==> src/rtl/project_select_ctrl.sv <==
// project_select_ctrl: Wishbone-programmable owner of the per-project "active"
// enables. Only one project may drive the shared user-area buses at a time.
// Every hand-over is break-before-make: all enables drop, a guard interval
// elapses, and only then does the newly selected enable rise.
module project_select_ctrl #(
  parameter int          NUM_PROJECTS = 3,
  parameter int          GUARD_CYCLES = 4,
  parameter logic [31:0] BASE_ADDR    = 32'h3000_0000
) (
  input  logic                    wb_clk_i,
  input  logic                    wb_rst_ni,
  input  logic                    wbs_stb_i,
  input  logic                    wbs_cyc_i,
  input  logic                    wbs_we_i,
  input  logic [3:0]              wbs_sel_i,
  input  logic [31:0]             wbs_adr_i,
  input  logic [31:0]             wbs_dat_i,
  output logic                    wbs_ack_o,
  output logic [31:0]             wbs_dat_o,
  input  logic                    la_override,
  input  logic [7:0]              la_sel_id,
  output logic [NUM_PROJECTS-1:0] active,
  output logic                    busy
);

  localparam logic [7:0] ID_NONE    = 8'hFF;
  localparam logic [7:0] NUM_IDS    = 8'(NUM_PROJECTS);
  localparam logic [7:0] GUARD_LOAD = 8'(GUARD_CYCLES - 1);

  typedef enum logic [1:0] {
    S_IDLE  = 2'd0,
    S_ARM   = 2'd1,
    S_ON    = 2'd2,
    S_DRAIN = 2'd3
  } state_t;

  state_t      state;
  logic [7:0]  guard_cnt;
  logic [7:0]  cur_id;
  logic [15:0] switch_cnt;

  logic [7:0]  ctrl_id;
  logic        ctrl_en;
  logic        err;
  logic        bad_q;

  logic [7:0]  req_id;
  logic        req_en;
  logic        req_bad;
  logic [7:0]  target;
  logic [7:0]  status_id;

  logic        wb_hit;
  logic        wb_fire;
  logic [3:0]  wb_offs;
  logic        ctrl_wr;
  logic        err_clr;
  logic [31:0] rdata;

  // Register bits with no function; kept out of the unused-signal report.
  logic        unused_bits;
  assign unused_bits = ^{wbs_sel_i[3:2], wbs_dat_i[30:10], wbs_dat_i[8]};

  // One-hot decode of a project id; ids outside the project range give zero.
  function automatic logic [NUM_PROJECTS-1:0] onehot(input logic [7:0] id);
    logic [NUM_PROJECTS-1:0] v;
    v = '0;
    for (int i = 0; i < NUM_PROJECTS; i++) begin
      if (id == 8'(i)) v[i] = 1'b1;
    end
    return v;
  endfunction

  // Effective request: the LA override path bypasses the CTRL register entirely.
  always_comb begin
    req_id  = la_override ? la_sel_id : ctrl_id;
    req_en  = la_override | ctrl_en;
    target  = (req_en && (req_id < NUM_IDS)) ? req_id : ID_NONE;
    req_bad = req_en && (req_id != ID_NONE) && (req_id >= NUM_IDS);
  end

  // Bus decode: a transfer fires only when ack is low, so a held strobe
  // is acknowledged on every other cycle.
  always_comb begin
    wb_offs = wbs_adr_i[3:0];
    wb_hit  = wbs_stb_i && wbs_cyc_i && (wbs_adr_i[31:4] == BASE_ADDR[31:4]);
    wb_fire = wb_hit && !wbs_ack_o;
    ctrl_wr = wb_fire && wbs_we_i && (wb_offs == 4'h0) && wbs_sel_i[0];
    err_clr = wb_fire && wbs_we_i && (wb_offs == 4'h4) && wbs_sel_i[1] && wbs_dat_i[9];
  end

  // Read mux; the reported id is meaningful only while a project is on.
  always_comb begin
    status_id = (state == S_ON) ? cur_id : ID_NONE;
    unique case (wb_offs)
      4'h0:    rdata = {ctrl_en, 23'd0, ctrl_id};
      4'h4:    rdata = {21'd0, la_override, err, busy, status_id};
      4'h8:    rdata = {16'd0, switch_cnt};
      default: rdata = 32'd0;
    endcase
  end

  // Wishbone slave: ack, registered read data and the CTRL register.
  always_ff @(posedge wb_clk_i) begin
    if (!wb_rst_ni) begin
      wbs_ack_o <= 1'b0;
      wbs_dat_o <= 32'd0;
      ctrl_id   <= ID_NONE;
      ctrl_en   <= 1'b0;
    end else begin
      wbs_ack_o <= wb_fire;
      wbs_dat_o <= (wb_fire && !wbs_we_i) ? rdata : 32'd0;
      if (ctrl_wr) begin
        ctrl_en <= wbs_dat_i[31];
        ctrl_id <= wbs_dat_i[7:0];
      end
    end
  end

  // Sticky error: raised when the request first becomes an out-of-range id,
  // so a firmware clear holds while the bad request stays parked.
  always_ff @(posedge wb_clk_i) begin
    if (!wb_rst_ni) begin
      err   <= 1'b0;
      bad_q <= 1'b0;
    end else begin
      bad_q <= req_bad;
      if (req_bad && !bad_q) err <= 1'b1;
      else if (err_clr)      err <= 1'b0;
    end
  end

  // Hand-over sequencer with registered enables and busy flag.
  always_ff @(posedge wb_clk_i) begin
    if (!wb_rst_ni) begin
      state      <= S_IDLE;
      guard_cnt  <= 8'd0;
      cur_id     <= ID_NONE;
      active     <= '0;
      busy       <= 1'b0;
      switch_cnt <= 16'd0;
    end else begin
      unique case (state)
        S_IDLE: begin
          active <= '0;
          if (target != ID_NONE) begin
            state     <= S_ARM;
            guard_cnt <= GUARD_LOAD;
            cur_id    <= target;
            busy      <= 1'b1;
          end
        end
        S_ARM: begin
          if (target == ID_NONE) begin
            state  <= S_IDLE;
            cur_id <= ID_NONE;
            busy   <= 1'b0;
          end else if (target != cur_id) begin
            guard_cnt <= GUARD_LOAD;
            cur_id    <= target;
          end else if (guard_cnt == 8'd0) begin
            state      <= S_ON;
            busy       <= 1'b0;
            active     <= onehot(cur_id);
            switch_cnt <= switch_cnt + 16'd1;
          end else begin
            guard_cnt <= guard_cnt - 8'd1;
          end
        end
        S_ON: begin
          if (target != cur_id) begin
            state     <= S_DRAIN;
            guard_cnt <= GUARD_LOAD;
            active    <= '0;
            busy      <= 1'b1;
          end
        end
        S_DRAIN: begin
          if (guard_cnt != 8'd0) begin
            guard_cnt <= guard_cnt - 8'd1;
          end else if (target != ID_NONE) begin
            state     <= S_ARM;
            guard_cnt <= GUARD_LOAD;
            cur_id    <= target;
          end else begin
            state  <= S_IDLE;
            cur_id <= ID_NONE;
            busy   <= 1'b0;
          end
        end
        default: begin
          state  <= S_IDLE;
          active <= '0;
          busy   <= 1'b0;
        end
      endcase
    end
  end

endmodule

==> config.mk <==
export PLATFORM = sky130hd
export DESIGN_NAME = project_select_ctrl
export DESIGN_NICKNAME = d
export VERILOG_FILES = /design/src/rtl/project_select_ctrl.sv
export SDC_FILE = /design/constraint.sdc
export NUM_CORES = 1
export LEC_CHECK = 0
export ABC_CLOCK_PERIOD_IN_PS = 2400
export CORE_MARGIN = 2
export CORE_UTILIZATION = 25
export DETAILED_ROUTE_END_ITERATION = 10
export PLACE_DENSITY_LB_ADDON = 0.12
export SYNTH_ARGS = -nofsm -noshare
export SYNTH_HDL_FRONTEND = slang
export SYNTH_SLANG_ARGS = --single-unit
==> constraint.sdc <==
create_clock -name wb_clk_i -period 2.4 [get_ports wb_clk_i]
set_input_delay 0.48 -clock wb_clk_i [delete_from_list [all_inputs] [get_ports wb_clk_i]]
set_output_delay 0.48 -clock wb_clk_i [all_outputs]
set_load 0.01 [all_outputs]
# Word-level counts from Yosys, hierarchy flattened
# Index checks and enable logic that the tools add are counted.
# word_totals
regBits	82
latchBits	0
mem_bits_rw	0
romBits	0
in_bits	82
out_inout_bits	37
memories	0
# classes
add_sub_neg	2
multipliers	0
n_div	0
n_lt_le_gt_ge	2
eq_ne	23
shifts	0
muxes	43
n_bitwise	3
reduce_logical	32
# ops
operator	n
$mux 8	14
$pmux 32 s3	1
$pmux 8 s4	1
$eq 28x26->1 const B	1
$pmux 8 s3	1
$add 16x1->16 const B	1
$logic_not 8->1	2
$ne 8x8->1 const B	2
$logic_and 1x1->1	14
$mux 1	13
$mux 2	6
$mux 3	4
$ne 2x2->1 const B	6
$ne 3x3->1 const B	4
$reduce_and 5->1	2
$pmux 3 s3	1
$eq 8x1->1 const B	1
$eq 8x2->1 const B	1
$eq 8x8->1 const B	1
$ge 8x2->1 const B	1
$lt 8x2->1 const B	1
$ne 8x8->1	1
$pmux 2 s4	1
$reduce_and 4->1	2
other kinds (18)	23

# Logic depth before layout (Yosys ltp)
# Gate-level depths: netlist (run 1).
# depth
ltp_word	9
mapped_depth	10

# Least setup slack after synthesis (run 1)
# Ideal clock, no wire load.
# synth_path
kind	input port to flip-flop
start	in la_sel_id[6]
end	reg cur_id[2]
setup_time_ps	114
arrival_ps	2187
required_ps	2286
slack_ps	99
stages	7
n_path_buf	0
path_cell_list	nor4_2 > a22oi_1 > nor3_2 > a21oi_1 > o21ai_2 > o21ai_1 > a21o_1
# synth_between
elab_chain_cells	8
elab_cells_between_ends	16
classes_between	order compare (1); eq/ne (5); mux (8); reduce/logical (2)
# synth_lines
element	line_no	source
start, declared	21	input logic [7:0] la_sel_id,
$mux 8 (*)	76	req_id = la_override ? la_sel_id : ctrl_id;
$lt 8x2->1	78	target = (req_en && (req_id < NUM_IDS)) ? req_id : ID_NONE;
$logic_and 1x1->1	78	
$mux 8 (*)	78	
$ne 8x8->1	146, 181	
$mux 8	181	end else if (target != ID_NONE) begin
$mux 8	179	if (guard_cnt != 8'd0) begin
$pmux 8 s3	143	unique case (state)
end signal, assigned	149	cur_id <= target;
end signal, assigned	160	cur_id <= target;
end signal, assigned	184	cur_id <= target;
end, declared	39	logic [7:0] cur_id;
# Mark *: on every way between the ends. The rest lies on a longest branch, timed or not. The select of a mux whose other input is x is not followed.
# A chain may end at the register's enable or synchronous reset.

# Worst setup path in the final report (run 1)
# layout_path
start	in la_sel_id[7]
end	reg guard_cnt[4]
# layout_between
elab_chain_cells	8
elab_cells_between_ends	16
classes_between	order compare (1); eq/ne (6); mux (7); reduce/logical (2)
# layout_lines
element	line_no	source
$mux 8 (*)	76	
$lt 8x2->1	78	
$logic_and 1x1->1	78	
$mux 8 (*)	78	
$ne 8x8->1 (on tied branches)	-	
$mux 8 (on tied branches) (2 in series)	-	
$pmux 8 s4	143	
end signal, assigned	167	guard_cnt <= guard_cnt - 8'd1;
end signal, assigned	180	guard_cnt <= guard_cnt - 8'd1;
end, declared	38	logic [7:0] guard_cnt;
# Marked as above.

==> results of run 1 <==
==> cell families after synthesis <==
kind of cell | count (synthesis)
AOI/OAI and AO/OA | 101
xor gates and xnor gates | 12
adders and majority gates | 7
buffers and inverters | 38
DFF | 67
muxes | 15
other | 1
and+or+nand+nor | 159
==> report_power, final <==
group          switching [uW]  internal [uW]
clock                     469            799
combinational             341            323
sequential               27.3           1140
==> final timing paths <==
kind	endpoint	cells past startpoint	startpoint
max	guard_cnt[4]	10	la_sel_id[7]
min	err	1	bad_q
max reg2reg	guard_cnt[4]	10	guard_cnt[1]
min reg2reg	err	1	bad_q
==> per-stage QoR <==
step / setup WS (ns) / power (uW) / setup TNS [ns] / util (%) / area, sq um
finish: 0.0506 / 3100 / 0 / 38.7 / 5310
detailed placement: -0.559 / 1800 / -22.03 / 35.1 / 4820
CTS: 0.0103 / 3100 / 0 / 37.8 / 5180
global route: -0.0208 / 3250 / -0.0455 / 38.7 / 5310
floorplan: 0.0991 / 1530 / 0 / - / 3530
global placement: -0.534 / 1790 / -22.19 / 35.1 / 4820
==> cells in the final DEF (no fill, tap or decap), types with 10 or more instances in the layout <==
cell	instances
nand2_1	41
mux2i_1	12
nand3_1	11
nor2_1	29
nand4_1	12
dfxtp_1	67
clkdlybuf4s50_1	72
o21ai_0	20
a21oi_1	20
inv_1	10
buf_4	61
a22oi_1	13
conb_1	15
==> what timing repair did <==
| item | CTS | global route |
|---|---|---|
| hold buffers | 0 | 0 |
| buffers inserted | 5 | 2 |
| setup endpoints to repair | 33 | 35 |
| pin swaps | 5 | 15 |
| resized for setup | 14 | 22 |
==> cell type report <==
cell class / count / area (sq um) / share of cell area (%)
sequential: 67 / 1340 / 25.2
clock inverter: 1 / 7.51 / 0.141
inverter: 10 / 37.5 / 0.706
timing repair buffer: 142 / 1290 / 24.2
tap: 180 / 225 / 4.24
clock buffer: 13 / 280 / 5.27
multi-input combinational: 309 / 2130 / 40.2
==> routing by layer <==
| layer | vias to the layer above | track usage (%) |
|---|---|---|
| met3 | 7 | 5.29 |
| li1 | 1720 | - |
| met5 | - | 0 |
| met1 | 1638 | 18.2 |
| met2 | 90 | 24.1 |
| met4 | 0 | 3.88 |
==> sequential cells by signal, indices dropped and copies added, names as in the netlist, 3 cells and up, named ones only <==
| name | count |
|---|---|
| guard_cnt | 8 |
| cur_id | 8 |
| wbs_dat_o | 17 |
| ctrl_id | 8 |
| switch_cnt | 16 |
| active | 3 |
==> impl_metrics.json, run 1 <==
{
  "worst-path-buf-inv": 3,
  "ant_nets": 0,
  "seq_area_frac_synth_pct": 38.6,
  "finClkSkew_ns": 0.00518,
  "worst-setup-path-type": "input pin to flip-flop",
  "portBuffers": 79,
  "critPathArrivalTime_ns": 2.58,
  "p_per_area_mw_per_mm2": 584,
  "drt_iter0_markers": 133,
  "synth_top_cell_area_share_pct": 38.6,
  "pin_count": 119,
  "crit_family": "compound AO/OA/AOI/OAI gates",
  "synth_edf_count": 0,
  "finalWirelength_um": 10400,
  "fp.dieW_um": 122,
  "met1Wirelength_um": 4760,
  "synth_flop_cell": "dfxtp_1",
  "synth-xor-area-share_pct": 3.24,
  "syn_inst": 400,
  "crit_slowest_cell": "clkdlybuf4s50_1",
  "fin_nets": 628,
  "synth.most_common_cell": "dfxtp_1",
  "grt_use_total_pct": 14.7,
  "synth_compound_area_share_pct": 19.7,
  "die_area_sq_mm": 0.0149,
  "fillers": 1385,
  "stdcell_count": 722,
  "startpoint_type": "input pin",
  "synth_top_area_cell": "dfxtp_1",
  "dp.cells": 701,
  "h-tree-depth": 3,
  "syn-mean-instance-area_sq_um": 8.70,
  "drc": 0,
  "cp_max_fo": 4,
  "timing.final.crit_share_pct": 97.9,
  "yosys-top-cells-count": "dfxtp_1 (67), nand2_1 (41), nor2_1 (30), a21oi_1 (22), o21ai_0 (20)",
  "grt_first_pass_wirelength_um": 16800,
  "grt_max_degree": 18,
  "yosys.area_share.adder_pct": 2.52,
  "setup_violations": 0,
  "drt-pass1-iter-count": 4,
  "drv_cap": 0,
  "cts_max_path_buffers": 2,
  "ir_drop_v": 0.000512,
  "fin_crit_ns": 2.35,
  "status": "finished, final reports clean",
  "leakage_uw": 0.00199,
  "synthSimpleGateAreaFrac_pct": 24.9,
  "core_area_sq_mm": 0.0137,
  "cts_buffers": 9,
  "wl_per_cell_um": 14.4,
  "ys_async_sr_fraction_pct": 0,
  "clock_sinks": 67,
  "vias": 3455,
  "synthToLayoutAreaGrowth_pct": 52.8,
  "synth_cell_types": 66,
  "wl_met3_um": 709,
  "grt_pass1_vias": 3431,
  "synth-seq-cells": 67,
  "synthesis.area_sq_mm": 0.00348,
  "cp_common_cell": "buf_4",
  "cts_tree": "built",
  "diodes": 0,
  "place.gp.congestion": 0.848,
  "die_h_um": 122,
  "yosysWarnings": 0,
  "end_kind": "flip-flop",
  "holdWs_ns": 0.408,
  "dp_hpwl_um": 8040,
  "row_count": 43,
  "final_hold_viol_count": 0,
  "cts_root_buf": "clkbuf_16",
  "hold_class": "flip-flop to flip-flop",
  "synth_top_family_by_area": "simple AND/OR/NAND/NOR gates",
  "synthMuxAreaShare_pct": 4.71,
  "r2r_setup_slack_ns": 0.12,
  "overflow": 0,
  "drv_slew": 0,
  "ys_top_cells_by_area": "dfxtp_1 (39%), nand2_1 (4.4%), mux2i_1 (3.7%)",
  "initial_core_util_pct": 25.4,
  "worst_ep_required_time_ns": 2.63,
  "max_freq_mhz": 426,
  "vias_per_cell": 4.79,
  "clock_latency_ns": 0.34,
  "path_clk_slew_ns": 0.05,
  "grt_antenna_before_repair": 0,
  "routed-wl-met2_um": 4820,
  "crit_path_max_incr_delay_ns": 0.49,
  "crit_chain": "clkdlybuf4s50_1 > nand2b_1 > o32a_1 > nor3_2 > buf_4 > a31o_2 > o21ai_4 > buf_4 > nor4_1 > a311o_1",
  "maxUsedRoutingLayer": "met4",
  "drive_above_1_share_pct": 21.6
}
No activity file was read; power rests on OpenSTA's default activity.
==> inputs of run 2 (changes only) <==
--- a/config.mk
+++ b/config.mk
@@ -10,6 +10,9 @@
 export CORE_UTILIZATION = 25
 export DETAILED_ROUTE_END_ITERATION = 10
 export PLACE_DENSITY_LB_ADDON = 0.12
+export RECOVER_POWER = 25
+export SETUP_SLACK_MARGIN = 0.2
+export SKIP_CTS_REPAIR_TIMING = 1
 export SYNTH_ARGS = -nofsm -noshare
 export SYNTH_HDL_FRONTEND = slang
 export SYNTH_SLANG_ARGS = --single-unit
==> run 2 against run 1 <==
  * Count of clock-buffer cells in the layout unchanged
  * Wire length rose by 5.7%
  * Via count hardly changed
  * Largest power group unchanged
  * Sequential power hardly changed
  * Critical endpoint is now switch_cnt[15]
  * Die area is the same
  * Non-clock buffer count fell by 2
  * Setup slack better by 0.095 ns
==> impl_metrics.json, run 2 (synthesis results as in run 1) <==
{
  "fillers": 1395,
  "r2r_setup_slack_ns": 0.15,
  "cp.depth": 9,
  "fin_nets": 627,
  "final.setup.tns_ns": 0,
  "initial_core_util_pct": 25.4,
  "synthToLayoutAreaGrowth_pct": 59.8,
  "core_area_sq_mm": 0.0137,
  "fp.dieW_um": 122,
  "h-tree-depth": 3,
  "stdcell_area_sq_mm": 0.00556,
  "final_util_pct": 40.5,
  "multi_input_area_sq_mm": 0.00229,
  "place_area_sq_mm": 0.00473,
  "critPathArrivalTime_ns": 2.53,
  "cp_max_fo": 5,
  "final_hold_viol_count": 0,
  "slew_headroom_pct": 66.4,
  "row_count": 43,
  "drive_above_1_share_pct": 27.9,
  "grt_pass1_vias": 3297,
  "crit_chain": "inv_4 > ha_4 > nor4b_4 > nand2_4 > nor4_4 > nand3_2 > or2_4 > or3_4 > a21oi_2",
  "largest-register": "wbs_dat_o",
  "ir_drop_v": 0.000408,
  "crit_path_max_incr_delay_ns": 0.38,
  "stdcell_count": 722,
  "whs_path_depth": 1,
  "startpoint_type": "flip-flop",
  "grt_antenna_before_repair": 0,
  "cts_root_buf": "clkbuf_16",
  "diodes": 0,
  "worst_ep_required_time_ns": 2.67,
  "ant_nets": 0,
  "portBuffers": 79,
  "cts_buffers": 9,
  "vias_per_cell": 4.78,
  "die_area_sq_mm": 0.0149,
  "drt_iter0_markers": 128,
  "grt_use_total_pct": 14.5,
  "crit_family": "simple AND/OR/NAND/NOR gates",
  "die_h_um": 122,
  "crit_slowest_cell": "nor4_4",
  "overflow": 0,
  "drv_cap": 0,
  "mostFrequentLayoutCells": "dfxtp_1 (63), buf_4 (51), nand2_1 (40), clkdlybuf4s50_1 (36), nor2_1 (30)",
  "path_clk_slew_ns": 0.05,
  "grt_max_degree": 17,
  "hold_class": "flip-flop to flip-flop",
  "status": "finished, final reports clean",
  "setup_violations": 0,
  "cts_tree": "built",
  "register_area_sq_mm": 0.00135,
  "largest_reg_flops": 17,
  "worst_slew_pin_slew_ns": 0.502,
  "worst-setup-path-type": "flip-flop to flip-flop",
  "finalWirelength_um": 11000,
  "max_freq_mhz": 444,
  "place.gp.congestion": 0.798,
  "worst-path-buf-inv": 1,
  "drt-pass1-iter-count": 4,
  "reg_top3": "wbs_dat_o x17, switch_cnt x16",
  "dp.cells": 685,
  "drc": 0,
  "end_kind": "flip-flop",
  "leakage_uw": 0.00226,
  "vias": 3452,
  "timing.final.crit_share_pct": 93.9,
  "fin_crit_ns": 2.25,
  "wl_per_cell_um": 15.2,
  "grt_first_pass_wirelength_um": 16700,
  "clock_latency_ns": 0.34,
  "cts_max_path_buffers": 2,
  "totalPowerFinal_uw": 3200,
  "drv_slew": 0,
  "reg2reg_depth": 9,
  "clock_sinks": 67,
  "rsz0062_at_grt": "true",
  "final_common_cell": "dfxtp_1",
  "dp_hpwl_um": 8090,
  "finClkSkew_ns": 0.00688,
  "pin_count": 119,
  "p_per_area_mw_per_mm2": 576
}
==> run 2: changes by cell type in the layout (fill, tap and decap cells not counted), sizes merged <==
cell,before,now
clkdlybuf4s50,72,36
buf,63,58
clkbuf,13,20
dlygate4sd2,5,0
dlymetal6s2s,2,19
dlygate4sd3,0,20
clkinvlp,1,0
or2,3,4
clkinv,0,1
bufinv,0,1
==> run 2: stage by stage <==
step	hold WS, ns	setup slack (ns)
2_1_floorplan	0.397	0.127
3_5_place_dp	0.409	-0.583
6_report	0.416	0.146
3_3_place_gp	0.410	-0.581
5_1_grt	0.446	0.00383
4_1_cts	0.417	-0.235
==> run 2: per-layer routing <==
metal / vias to the layer above / track usage (%) / share of wire [%]
met4: 0 / 3.81 / 0.94
met1: 1633 / 18.0 / 45
met3: 9 / 5.29 / 6.8
li1: 1722 / - / -
met2: 88 / 23.6 / 47
met5: - / 0 / 0
==> run 2: worst paths after layout <==
path | start | end
min reg2reg | bad_q | err
min | bad_q | err
max | guard_cnt[0] | switch_cnt[15]
max reg2reg | guard_cnt[0] | switch_cnt[15]
==> run 2: final cells by class <==
cell class,count,area share [%]
Clock buffer,13,4.68
Clock inverter,2,0.630
Inverter,10,0.720
Multi-Input combinational cell,310,41.2
Sequential cell,67,24.3
Tap cell,180,4.05
Timing Repair Buffer,140,24.4
==> run 2: power by group <==
group	leakage, uW	total (uW)	internal [uW]	switching [uW]
registers	0.000541	1170	1140	28.4
logic	0.00158	713	352	361
clock network	0.000146	1320	853	467
total	0.00226	3200	2350	856
==> run 2: worst reg2reg max path: cells and delay by family (launching register included) <==
kind | cells | cell delay [ns]
and+or+nand+nor | 6 | 1.53
DFF | 1 | 0.36
AOI/OAI and AO/OA | 1 | 0.13
adders and majority gates | 1 | 0.12
buffers and inverters | 1 | 0.06
